[src/rtl/router_local_ni_pkg.sv]
// Shared types for the router LOCAL-port network interface.
// Holds the flit format, the send FSM states and the statistics counter helpers.
package router_local_ni_pkg;

  typedef struct packed {
    logic [3:0]  dst;
    logic [1:0]  kind;
    logic [31:0] payload;
  } generic_flit_t;

  typedef enum logic [1:0] {IDLE, SEND, WAIT} ni_state_e;

  localparam int NI_STAT_W = 16;

  function automatic logic [NI_STAT_W-1:0] sat_inc(input logic [NI_STAT_W-1:0] v,
                                                   input logic               en);
    return (en && (v != '1)) ? v + 1'b1 : v;
  endfunction

endpackage

[src/rtl/router_local_ni_fifo.sv]
// Power-of-two FIFO with extra-MSB pointers; the caller guarantees no push while
// full unless the same cycle also pops.
module router_local_ni_fifo
  import router_local_ni_pkg::*;
#(
  parameter int  DEPTH = 4,
  parameter type T     = generic_flit_t
) (
  input  logic                   clk,
  input  logic                   rst_n,
  input  logic                   push,
  input  T                       din,
  input  logic                   pop,
  output T                       dout,
  output logic                   full,
  output logic [$clog2(DEPTH):0] level
);

  localparam int AW = $clog2(DEPTH);

  if ((DEPTH < 2) || ((DEPTH & (DEPTH - 1)) != 0)) begin : g_bad_depth
    $error("router_local_ni_fifo: DEPTH must be a power of 2 and at least 2");
  end

  T            mem [DEPTH];
  logic [AW:0] wr_ptr;
  logic [AW:0] rd_ptr;

  assign full  = (wr_ptr[AW] != rd_ptr[AW]) && (wr_ptr[AW-1:0] == rd_ptr[AW-1:0]);
  assign level = wr_ptr - rd_ptr;
  assign dout  = mem[rd_ptr[AW-1:0]];

  // NOTE: sequential state uses non-blocking assignments so every flop samples pre-edge values.
  always_ff @(posedge clk or negedge rst_n) begin
    if (!rst_n) begin
      wr_ptr <= '0;
      rd_ptr <= '0;
    end else begin
      if (push) wr_ptr <= wr_ptr + 1'b1;
      if (pop)  rd_ptr <= rd_ptr + 1'b1;
    end
  end

  // NOTE: storage is deliberately not reset; pointers alone define which entries are valid.
  always_ff @(posedge clk) begin
    if (push) mem[wr_ptr[AW-1:0]] <= din;
  end

endmodule

[src/rtl/router_local_ni.sv]
// Tile-side network interface for a router LOCAL port: req/ack injection with retry,
// no-backpressure ejection buffering. Define NI_STATS_EN to add saturating statistics counters.
module router_local_ni
  import router_local_ni_pkg::*;
#(
  parameter int INJ_DEPTH   = 4,
  parameter int EJ_DEPTH    = 4,
  parameter int RETRY_LIMIT = 15,
  parameter int FLIT_TYPE   = 0
) (
  input  logic                 clk,
  input  logic                 rst_n,
  input  logic                 inj_valid,
  input  generic_flit_t        inj_flit,
  output logic                 inj_ready,
  output logic                 ej_valid,
  output generic_flit_t        ej_flit,
  input  logic                 ej_ready,
  output logic                 rtr_req,
  output generic_flit_t        rtr_flit,
  input  logic                 rtr_ack,
  input  logic                 rtr_req_in,
  input  generic_flit_t        rtr_flit_in,
  output logic                 rtr_ack_out,
  output logic                 err_timeout,
  output logic                 err_overflow
`ifdef NI_STATS_EN
  ,
  output logic [NI_STAT_W-1:0] stat_inj,
  output logic [NI_STAT_W-1:0] stat_ej,
  output logic [NI_STAT_W-1:0] stat_retry,
  output logic [NI_STAT_W-1:0] stat_drop
`endif
);

  localparam int IAW = $clog2(INJ_DEPTH);
  localparam int EAW = $clog2(EJ_DEPTH);
  localparam int RW  = $clog2(RETRY_LIMIT + 1);

  if ((FLIT_TYPE != 0) && (FLIT_TYPE != 1)) begin : g_bad_flit_type
    $error("router_local_ni: FLIT_TYPE must be 0 (operand) or 1 (mem)");
  end

  ni_state_e     state_q, state_d;
  logic [RW-1:0] retry_cnt;
  logic [IAW:0]  inj_level;
  logic [EAW:0]  ej_level;
  generic_flit_t inj_head, ej_head;
  logic          inj_full, inj_push, inj_more;
  logic          ej_full, ej_push, ej_pop, ej_drop;
  logic          acked, nacked;

  // ---------------- injection ----------------
  assign inj_ready = !inj_full;
  assign inj_push  = inj_valid && !inj_full;
  assign acked     = (state_q == WAIT) &&  rtr_ack;
  assign nacked    = (state_q == WAIT) && !rtr_ack;
  // Something is still queued after this cycle's pop: another entry, or a same-cycle push.
  assign inj_more  = (inj_level > (IAW+1)'(1)) || inj_push;

  router_local_ni_fifo #(.DEPTH(INJ_DEPTH), .T(generic_flit_t)) u_inj_fifo (
    .clk   (clk),
    .rst_n (rst_n),
    .push  (inj_push),
    .din   (inj_flit),
    .pop   (acked),
    .dout  (inj_head),
    .full  (inj_full),
    .level (inj_level)
  );

  always_ff @(posedge clk or negedge rst_n) begin
    if (!rst_n) state_q <= IDLE;
    else        state_q <= state_d;
  end

  // NOTE: defaults first so no path through the case leaves an output unassigned (no latches).
  always_comb begin
    state_d = state_q;
    rtr_req = 1'b0;
    case (state_q)
      IDLE: if (inj_level != '0) state_d = SEND;
      SEND: begin
        rtr_req = 1'b1;
        state_d = WAIT;
      end
      WAIT: begin
        if (!rtr_ack)      state_d = SEND;
        else if (inj_more) state_d = SEND;
        else               state_d = IDLE;
      end
      default: state_d = IDLE;
    endcase
  end

  // Head cannot change between SEND and the acked edge, so rtr_flit holds across the attempt.
  assign rtr_flit = (state_q == IDLE) ? generic_flit_t'('0) : inj_head;

  always_ff @(posedge clk or negedge rst_n) begin
    if (!rst_n) begin
      retry_cnt   <= '0;
      err_timeout <= 1'b0;
    end else if (acked) begin
      retry_cnt <= '0;
    end else if (nacked) begin
      if (retry_cnt != RW'(RETRY_LIMIT))       retry_cnt   <= retry_cnt + 1'b1;
      if (retry_cnt >= RW'(RETRY_LIMIT - 1))   err_timeout <= 1'b1;
    end
  end

  // ---------------- ejection ----------------
  assign ej_valid = (ej_level != '0);
  assign ej_flit  = ej_valid ? ej_head : generic_flit_t'('0);
  assign ej_pop   = ej_valid && ej_ready;
  // A pop in the same cycle frees the slot, so a full FIFO can still accept.
  assign ej_push  = rtr_req_in && (!ej_full || ej_pop);
  assign ej_drop  = rtr_req_in && ej_full && !ej_pop;

  router_local_ni_fifo #(.DEPTH(EJ_DEPTH), .T(generic_flit_t)) u_ej_fifo (
    .clk   (clk),
    .rst_n (rst_n),
    .push  (ej_push),
    .din   (rtr_flit_in),
    .pop   (ej_pop),
    .dout  (ej_head),
    .full  (ej_full),
    .level (ej_level)
  );

  always_ff @(posedge clk or negedge rst_n) begin
    if (!rst_n) begin
      rtr_ack_out  <= 1'b0;
      err_overflow <= 1'b0;
    end else begin
      rtr_ack_out <= ej_push;
      if (ej_drop) err_overflow <= 1'b1;
    end
  end

`ifdef NI_STATS_EN
  always_ff @(posedge clk or negedge rst_n) begin
    if (!rst_n) begin
      stat_inj   <= '0;
      stat_ej    <= '0;
      stat_retry <= '0;
      stat_drop  <= '0;
    end else begin
      stat_inj   <= sat_inc(stat_inj,   acked);
      stat_ej    <= sat_inc(stat_ej,    ej_push);
      stat_retry <= sat_inc(stat_retry, nacked);
      stat_drop  <= sat_inc(stat_drop,  ej_drop);
    end
  end
`endif

endmodule

[config.mk]
export PLATFORM = sky130hd
export DESIGN_NAME = router_local_ni
export DESIGN_NICKNAME = d
export VERILOG_FILES = /design/src/rtl/router_local_ni_pkg.sv /design/src/rtl/router_local_ni_fifo.sv /design/src/rtl/router_local_ni.sv
export SDC_FILE = /design/constraint.sdc
export NUM_CORES = 1
export LEC_CHECK = 0
export CAP_MARGIN = 20
export CORE_MARGIN = 3
export CORE_UTILIZATION = 51
export CTS_BUF_LIST = sky130_fd_sc_hd__clkbuf_4
export CTS_CLUSTER_SIZE = 25
export DETAILED_ROUTE_END_ITERATION = 12
export DONT_BUFFER_PORTS = 1
export HOLD_SLACK_MARGIN = 0.06
export PLACE_DENSITY = 0.67
export SLEW_MARGIN = 20
export SYNTH_ARGS = -nofsm -noshare
export SYNTH_HDL_FRONTEND = slang
export SYNTH_SLANG_ARGS = --single-unit
export TNS_END_PERCENT = 100
[constraint.sdc]
create_clock -name clk -period 3.2 [get_ports clk]
set_input_delay 0.32 -clock clk [delete_from_list [all_inputs] [get_ports clk]]
set_output_delay 0.32 -clock clk [all_outputs]
set_load 0.03 [all_outputs]
## After elaboration in Yosys (flattened, before gate mapping)

Memories as Yosys holds them, arrays and structs flattened.
Cells that the tools add are included.

- Bits in registers: 21
- Memory bits (writable): 304
- Output and inout bits: 82
- Logic and storage cells: 65
- Memories: 2

- $add $sub $neg: 7
- Order comparisons: 2
- Equality and inequality tests: 8
- Mux-type cells: 14
- Bitwise logic cells: 1
- Reductions and logical operators: 22

Memory list:

| name | depth | bits a word | read ports | clocked after Yosys merged registers in | write ports | RTL line | source |
|---|---|---|---|---|---|---|---|
| u_ej_fifo.mem | 4 | 38 | 1 | 0 | 1 | router_local_ni_fifo.sv:25 | `T mem [DEPTH];` |
| u_inj_fifo.mem | 4 | 38 | 1 | 0 | 1 | router_local_ni_fifo.sv:25 |  |

Operators by type and width:

| operator | count |
|---|---|
| 2-to-1 mux 38 bit | 2 |
| adder 3 x 1 -> 3 bit (second input constant) | 4 |
| 2-to-1 mux 4 bit | 3 |
| logical AND 1 bit | 9 |
| 2-to-1 mux 1 bit | 7 |
| case mux 2 bit (3 select lines) | 1 |
| nonzero test 3 bit | 2 |
| subtractor 3 bit | 2 |
| adder 4 x 1 -> 4 bit (second input constant) | 1 |
| equality test 2 bit | 2 |
| >= comparator 4 bit (second input constant) | 1 |
| zero test 1 bit | 4 |
| != test 4 bit (second input constant) | 1 |
| nonzero test 2 bit | 2 |
| > comparator 3 x 1 -> 1 bit (second input constant) | 1 |
| AND reduction 3 bit | 1 |
| equality test 2 x 1 -> 1 bit (second input constant) | 1 |
| equality test 2 bit (second input constant) | 1 |
| zero test 2 bit | 1 |
| logical OR 1 bit | 2 |
| 2-to-1 mux 2 bit | 1 |
| != test 1 bit | 2 |
| != test 2 bit (second input constant) | 1 |
| AND reduction 2 bit | 1 |
| inverter 1 bit | 1 |

## Logic depth before layout (Yosys ltp)

- Word-level depth: 8
- Gate-level depth with buffers: 9
- Mapped depth without buffers: 6

## By module

A second synthesis with hierarchy kept.

- Cells, all modules: 601
- Area total of the unflattened synthesis: 12712.2 µm²

By module, submodules not included:

| module | instances | cells an instance | area each (µm²) | seq. area each (µm²) |
|---|---|---|---|---|
| router_local_ni_fifo | 2 | 234 | 5855.6 | 4714.5 |
| router_local_ni | 1 | 133 | 1001.0 | 225.2 |

## Worst setup path before layout

OpenSTA, ideal clock, no wires.

- Path kind: register -> register
- Start point: register u_ej_fifo.rd_ptr[1]
- End point: memory u_ej_fifo.mem[3][0] (netlist bit), enable pin
- Library setup time: 0.437 ns
- Data arrival time: 2.921 ns
- Data required time: 2.763 ns
- Setup slack: -0.158 ns
- Stages on the path, launching flop included: 7
- Buffers on the path: 1
- Clock period less this slack: 3.358 ns
- Cells stage by stage: dfrtp_1 buf_1 inv_1 ha_1 nand2_1 a211oi_2 nor2_1

- Cells in the longest elaborated chain, start to end: 7

RTL lines:

| item | RTL line | source |
|---|---|---|
| start: declaration | router_local_ni_fifo.sv:27 | `logic [AW:0] rd_ptr;` |
| start signal: assignment | router_local_ni_fifo.sv:40 | `if (pop) rd_ptr <= rd_ptr + 1'b1;` |
| subtractor 3 bit / equality test 2 bit (equally long branches) | router_local_ni_fifo.sv:30, router_local_ni_fifo.sv:29 |  |
| nonzero test 3 bit / logical AND 1 bit (equally long branches) | router_local_ni.sv:112, router_local_ni_fifo.sv:29 |  |
| logical AND 1 bit / zero test 1 bit (equally long branches) | router_local_ni.sv:114, router_local_ni.sv:116 |  |
| logical OR 1 bit * | router_local_ni.sv:116 | `assign ej_push = rtr_req_in && (!ej_full \|\| ej_pop);` |
| logical AND 1 bit * | router_local_ni.sv:116 |  |
| 2-to-1 mux 1 bit * | router_local_ni_fifo.sv:46 | `if (push) mem[wr_ptr[AW-1:0]] <= din;` |
| 2-to-1 mux 1 bit (not written as such) * | router_local_ni_fifo.sv:46 |  |
| end: declaration | router_local_ni_fifo.sv:25 |  |

Every way passes the cells marked *; elsewhere a longest branch is shown, timed or not.

==> results <==
- Final hold analysis gives a worst-case slack of 0.203 ns.
- The share of the yosys chip area belonging to registers is 0.761.
- The final cell count without fillers is 1163.
- Setup slack closes at 0.257 ns.
- CTS saw 325 sinks.
- The worst hold path belongs to the class in -> async.
- The flip-flop cell with the highest count after synthesis is sky130_fd_sc_hd__edfxtp_1.
- The worst clock skew is 0.0335 ns.
- The clock reaches the later pin of the worst-skew pair after 0.66 ns.
- The I/O pin total is 164.
- The largest fanout on the critical path is 40.
- The global-route total usage across every layer is 0.184.
- The detailed router finished its first iteration with 351 violations.
- The global routing met3 resource utilization is 0.0588.
- Across all layers, the routed design uses slightly above 6000 vias.
- The global-route met2 utilization is 0.317.
- STA puts the critical path data required time at 2.88 ns.
- The number of nets in the synthesized netlist is 694.
- For this run, design rule violations remaining after detail routing come to 0.
- In this run, distinct cell masters in the synthesized netlist total 39.
- The data arrival time at the worst-slack endpoint is between 2 and 3 ns.
- The final layout contains 881 nets.
- Yosys printed 0 warnings.
- In this run the deepest clock path goes through 3 buffers.
- The number of setup violations in the final report is 0.
- In the synthesized netlist the async set-or-reset flop fraction comes to 0.0646.
- The worst relative slew slack is 0.346.
- The via density per instance is 5.34.
- The global-route wire length before repair is 37.6 mm.
- The core utilization of the finished layout is 0.627.
- In this run the static leakage power is 5.27 nW.
- The startpoint type of the worst setup path is a flip-flop.
- In this run the vertical extent of the chip is between 150 and 200 um.
- The startpoint of the most critical setup path is u_ej_fifo.rd_ptr[0].
- The critical setup path kind is reg -> out.
- The run finished with clean final reports.
- The relative area change from synthesis to final layout is 20.6%.
- The effective utilization at floorplan is 0.520.
- The power density over the cells is roughly 1100 mW/mm2.
- The count of TritonRoute iterations in the first routing pass is 4.
- In this run the clock root is driven by a sky130_fd_sc_hd__clkbuf_4.
- The share of synthesized area in the top cell type comes to 0.719.
- The highest clock rate is 340 MHz.
- The number of clock buffers added by TritonCTS is 82.
- The clock period minus worst slack is around 2.9 ns.
- The final-layout setup total negative slack is 0 ns.
- The average instance in the mapped netlist occupies 21.3 um2.
- Across the run, the number of max-cap violations was 0.
- In the global route stage, met1 resource usage came out at 0.217.
- The startpoint identified for the worst register-to-register timing path is u_ej_fifo.wr_ptr[0].
- The count of final hold-check violations is 0.
- The weighted congestion at the end of routability-driven global placement is between 0.7 and 0.8.
- The transition time at the pin with the least slew margin is around 0.98 ns.
- The TritonCTS clock tree is yes.
- The peak ir drop on the vdd network is 0.789 mV.
- The number of flops mapped to enable cells by yosys is 304.
- The cell accounting for the most synthesized area is sky130_fd_sc_hd__edfxtp_1.
- Clock-pin slew was measured on the worst setup and hold paths at 0.07 ns.
- The total congestion overflow is 0.
- The initialized floorplan defines 57 standard-cell rows.
- The HPWL reported at the end of detailed placement is approximately 14 mm.
- The synthesized design contains 325 register bits.
- The number of antenna violations at the first check in global routing was 3.
- Ranked by total cell area, the synthesized netlist is headed by sky130_fd_sc_hd__edfxtp_1, sky130_fd_sc_hd__mux4_2, sky130_fd_sc_hd__dfrtp_1.
- The average detailed-routed wire length per instance is 20.6 um.
- The number of global-route vias before repair is 6986.
- The number of max-slew violations in the final report is 0.
- The post-route antenna net violation count is 0.
- The worst setup path is captured at a primary output.
- The quantity of I/O buffers inserted on ports is 0.
- The floorplan step defined a core boundary enclosing 0.0244 mm2.
- The chip width is 164 um.
- The die covers roughly 0.027 mm2.
- OpenSTA, run right after detailed placement, puts the worst setup slack at about 0.7 ns.
- Of the available clock period, the critical path in the final layout requires 0.920.
- The cell total after placement is 939.
- The routed wire length is 24.0 mm.
- Setup repair after global routing left no endpoint under its margin.
- The maximum number of pins on one net before global-route repair is 42.
- The busiest layer in global routing is met2.
- After technology mapping, the gate count stands at 595.
- Of the cells placed in the final design, the portion with a size suffix greater than 1 is 0.327.
- The H-tree was split into 3 levels.
- The area of the mapped netlist is around 0.013 mm2.
cell usage after synthesis, types with 2 or more instances:
cell type and n:
sky130_fd_sc_hd__edfxtp_1 304, sky130_fd_sc_hd__mux4_2 76, sky130_fd_sc_hd__nor2b_1 75, sky130_fd_sc_hd__dfrtp_1 21, sky130_fd_sc_hd__ha_1 16, sky130_fd_sc_hd__clkbuf_1 10, sky130_fd_sc_hd__inv_1 10, sky130_fd_sc_hd__nand2_1 9
sky130_fd_sc_hd__and2_1 7, sky130_fd_sc_hd__buf_2 7, sky130_fd_sc_hd__xnor2_1 7, sky130_fd_sc_hd__xor2_1 6, sky130_fd_sc_hd__nor2b_2 5, sky130_fd_sc_hd__buf_4 4, sky130_fd_sc_hd__nand3_1 4, sky130_fd_sc_hd__nor2_1 4
sky130_fd_sc_hd__buf_1 3, sky130_fd_sc_hd__a21oi_1 2, sky130_fd_sc_hd__a31oi_1 2, sky130_fd_sc_hd__buf_6 2, sky130_fd_sc_hd__mux2_2 2, sky130_fd_sc_hd__o21ai_0 2
what timing repair did:
item,in CTS,in global routing
buffers inserted,0,0
endpoints found under the hold margin,357,21
endpoints found under the setup margin,0,1
resized for setup,0,1
hold buffers,82,1
registers in the layout, indices dropped and copies added (netlist names), 2 cells and up:
| signal | count |
|---|---|
| state_q | 2 |
| u_ej_fifo.rd_ptr | 3 |
| u_ej_fifo.mem | 152 |
| retry_cnt | 4 |
| u_inj_fifo.rd_ptr | 3 |
| u_inj_fifo.wr_ptr | 3 |
| u_inj_fifo.mem | 152 |
| u_ej_fifo.wr_ptr | 3 |
final timing paths:
check | end | slack (ns) | depth (start not counted)
max | ej_flit[7] | 0.26 | 4
min | u_ej_fifo.wr_ptr[1] | 0.20 | 2
max reg2reg | u_ej_fifo.mem[2][10] | 0.69 | 7
min reg2reg | u_inj_fifo.wr_ptr[2] | 0.49 | 1
max in group asynchronous | u_inj_fifo.rd_ptr[0] | 2.60 | 2
min in group clk | rtr_ack_out | 0.21 | 2
stage by stage:
stage                     area (um2)  total power, W
after global placement         13500          0.0128
after global routing           15300          0.0171
after floorplan                12700          0.0110
after detailed placement       13500          0.0129
after CTS                      15300          0.0164
final                          15300          0.0162
cells by family (layout without fill, tap and decap cells):
logic type,count (synthesis),in the layout,synth area share
mux,79,79,0.138
other cells,0,4,0
buf+inv,37,277,0.0141
compound gates,13,13,0.00710
fa+ha+maj,17,17,0.0174
flops,325,325,0.761
simple gates,110,110,0.0526
xor+xnor,14,14,0.0103
report_power, final:
| part | internal, W | switching (W) |
|---|---|---|
| combinational | 0.00251 | 0.00430 |
| sequential | 0.00572 | 0.000295 |
| clock | 0.00182 | 0.00152 |
| total | 0.0100 | 0.00611 |
critical path: stages (launching register included):
cell and delay (ns):
sky130_fd_sc_hd__dfrtp_2 0.36, sky130_fd_sc_hd__buf_4 0.61, sky130_fd_sc_hd__mux4_2 0.65, sky130_fd_sc_hd__nor2b_1 0.16
sky130_fd_sc_hd__buf_4 0.17
placed cells by master, fill, tap and decap left out, types with 2 or more instances in the layout:
cell / netlist / routed
sky130_fd_sc_hd__ha_1: 16 / 16
sky130_fd_sc_hd__a21oi_1: 2 / 2
sky130_fd_sc_hd__dfrtp_1: 21 / 17
sky130_fd_sc_hd__xnor2_1: 7 / 7
sky130_fd_sc_hd__mux2_2: 2 / 2
sky130_fd_sc_hd__mux4_2: 76 / 76
sky130_fd_sc_hd__and2_2: 0 / 7
sky130_fd_sc_hd__buf_12: 0 / 9
sky130_fd_sc_hd__nor2_4: 0 / 3
sky130_fd_sc_hd__inv_1: 10 / 10
sky130_fd_sc_hd__xor2_1: 6 / 6
sky130_fd_sc_hd__bufinv_16: 0 / 2
sky130_fd_sc_hd__nor2b_1: 75 / 75
sky130_fd_sc_hd__o21ai_0: 2 / 2
sky130_fd_sc_hd__clkinv_2: 0 / 3
sky130_fd_sc_hd__diode_2: 0 / 4
sky130_fd_sc_hd__a31oi_1: 2 / 2
sky130_fd_sc_hd__clkinv_1: 0 / 13
sky130_fd_sc_hd__dfrtp_2: 0 / 4
sky130_fd_sc_hd__buf_4: 4 / 37
sky130_fd_sc_hd__nand3_1: 4 / 4
sky130_fd_sc_hd__dlygate4sd3_1: 0 / 82
sky130_fd_sc_hd__nor2b_2: 5 / 5
sky130_fd_sc_hd__inv_2: 0 / 2
sky130_fd_sc_hd__clkbuf_4: 0 / 116
sky130_fd_sc_hd__edfxtp_1: 304 / 304
sky130_fd_sc_hd__nand2_1: 9 / 9
layer usage:
metal  vias up  share of wire
met5         -              0
met4         0          0.016
met3        32          0.073
met2       207           0.52
met1      3172           0.39
li1       2804              -
final cells by class:
cell class,instances,area (um2)
Multi-Input combinational cell,233,2890
Tap cell,324,405
Clock buffer,116,871
Inverter,10,37.5
Clock inverter,21,139
Antenna cell,4,10.0
Timing Repair Buffer,130,1290
Fill cell,1749,9090
Sequential cell,325,9660
Note: power is estimated with default switching activity, not from simulation.
==> patch: new RTL, same flow settings <==
Set the parameter `EJ_DEPTH` to 8 (it was 4).
--- a/src/rtl/router_local_ni.sv
+++ b/src/rtl/router_local_ni.sv
@@ -4,7 +4,7 @@
   import router_local_ni_pkg::*;
 #(
   parameter int INJ_DEPTH   = 4,
-  parameter int EJ_DEPTH    = 4,
+  parameter int EJ_DEPTH    = 8,
   parameter int RETRY_LIMIT = 15,
   parameter int FLIT_TYPE   = 0
 ) (
Check against the original RTL: same outputs for any inputs over 4 cycles, from zero or initial values and one cycle with rst_n low; that may be too few to reach the edited logic, so the function may still have changed.
==> patch against the original RTL <==
- the run now ends with negative setup slack left
- highest routed layer is now met5
- worst setup slack worse by 350 ps
- routed wire length is 60% higher
- cell area is 47% higher
- synthesized area is 46% higher
- via count is 49% higher
- die area is 44% higher
- register-to-register slack worse by 540 ps
- largest power group unchanged
- total power is 40% higher
- largest cell class unchanged
- sequential cell count is 154 higher
==> patch: results (changes against the original RTL) <==
crit path DAT = 2970 ps (+350 ps)
asr flop ratio synth = 0.0480 (-0.0166)
Hold Slack = 223 ps (+19.7 ps)
final worst slack = -91.5 ps (-349 ps)
RePlAce Congestion = 0.727 (-4.4%)
largest net degree at the start of global routing = 80 (+90%)
initial detailed-routing violation count = 532 (+52%)
delay-heaviest family, CP = simple AND/OR/NAND/NOR gates
failing checks = negative setup slack
Fillers = 2,500 (+43%)
n_taps = 461 (+42%)
pre-CTS WS = 243 ps (-456 ps)
Slew Limit Headroom = 0.297 (-0.0495)
Final #Nets = 1,213 (+38%)
Unique masters post-synth = 37 (-5.1%)
CP max-delay cell = dfrtp_4
final setup fails = 31 (+31)
multi-input combinational cell count = 365 (+57%)
Sequential Power Share = 0.373 (about the same)
via/cell ratio = 5.57 (+4.3%)
met2 WL = 19,800 um (+57%)
cells after synthesis = 897 (+51%)
dpl cells = 1,350 (+44%)
vias in the first global route = 10,100 (+44%)
setup TNS = -1060 ps (-1060 ps)
buffering overhead = 0.0727 (-0.0119)
sw frac = 0.378 (about the same)
Layout area overhead = 21.5%
Worst setup startpoint = u_ej_fifo.rd_ptr[1]$_DFFE_PN0P_
met3 WL = 2710 um (+55%)
seq_cells = 479 (+47%)
syn nets = 994 (+43%)
Crit Path Max Fanout = 6 (-85%)
ClkCell Share = 0.0614 (-0.00454)
antenna violations before repair = 4 (+1)
status = finished, violations left
internal reg-to-reg setup slack = 150 ps (-540 ps)
synth top area cells = edfxtp_1, mux4_2, dfrtp_1
Worst Skew = 32.6 ps (-0.955 ps)
Plain + repair buffers = 143 (+10%)
Area after DPL = 0.0194 mm2 (+44%)
Comb pwr share = 0.424 (+0.003)
-- patch: routing by layer --
| metal | vias up | global-route usage |
|---|---|---|
| met5 | - | 0 |
| met4 | 2 | 0.0779 |
| met3 | 70 | 0.0655 |
| met2 | 305 | 0.339 |
| met1 | 4759 | 0.255 |
| li1 | 4130 | - |
-- patch: kinds of logic (layout without fill, tap and decap cells) --
kind of cell | after synthesis | after routing | synth area share
AO/OA/AOI/OAI | 49 | 49 | 0.0145
XOR/XNOR | 16 | 16 | 0.00758
AND/OR/NAND/NOR | 167 | 167 | 0.0426
flip-flops | 479 | 479 | 0.771
buffers and inverters | 53 | 355 | 0.0118
multiplexers | 118 | 118 | 0.141
adder cells (fa/ha/maj) | 15 | 15 | 0.0106
other | 0 | 3 | 0
-- patch: timing repair --
action                                  CTS  global route
gates cloned                              4             1
hold endpoints to repair                573             0
pin swaps                                 5             0
gates resized for setup                 104             2
hold buffers                             85             0
endpoints found under the setup margin   39            39
buffers inserted                         16             3
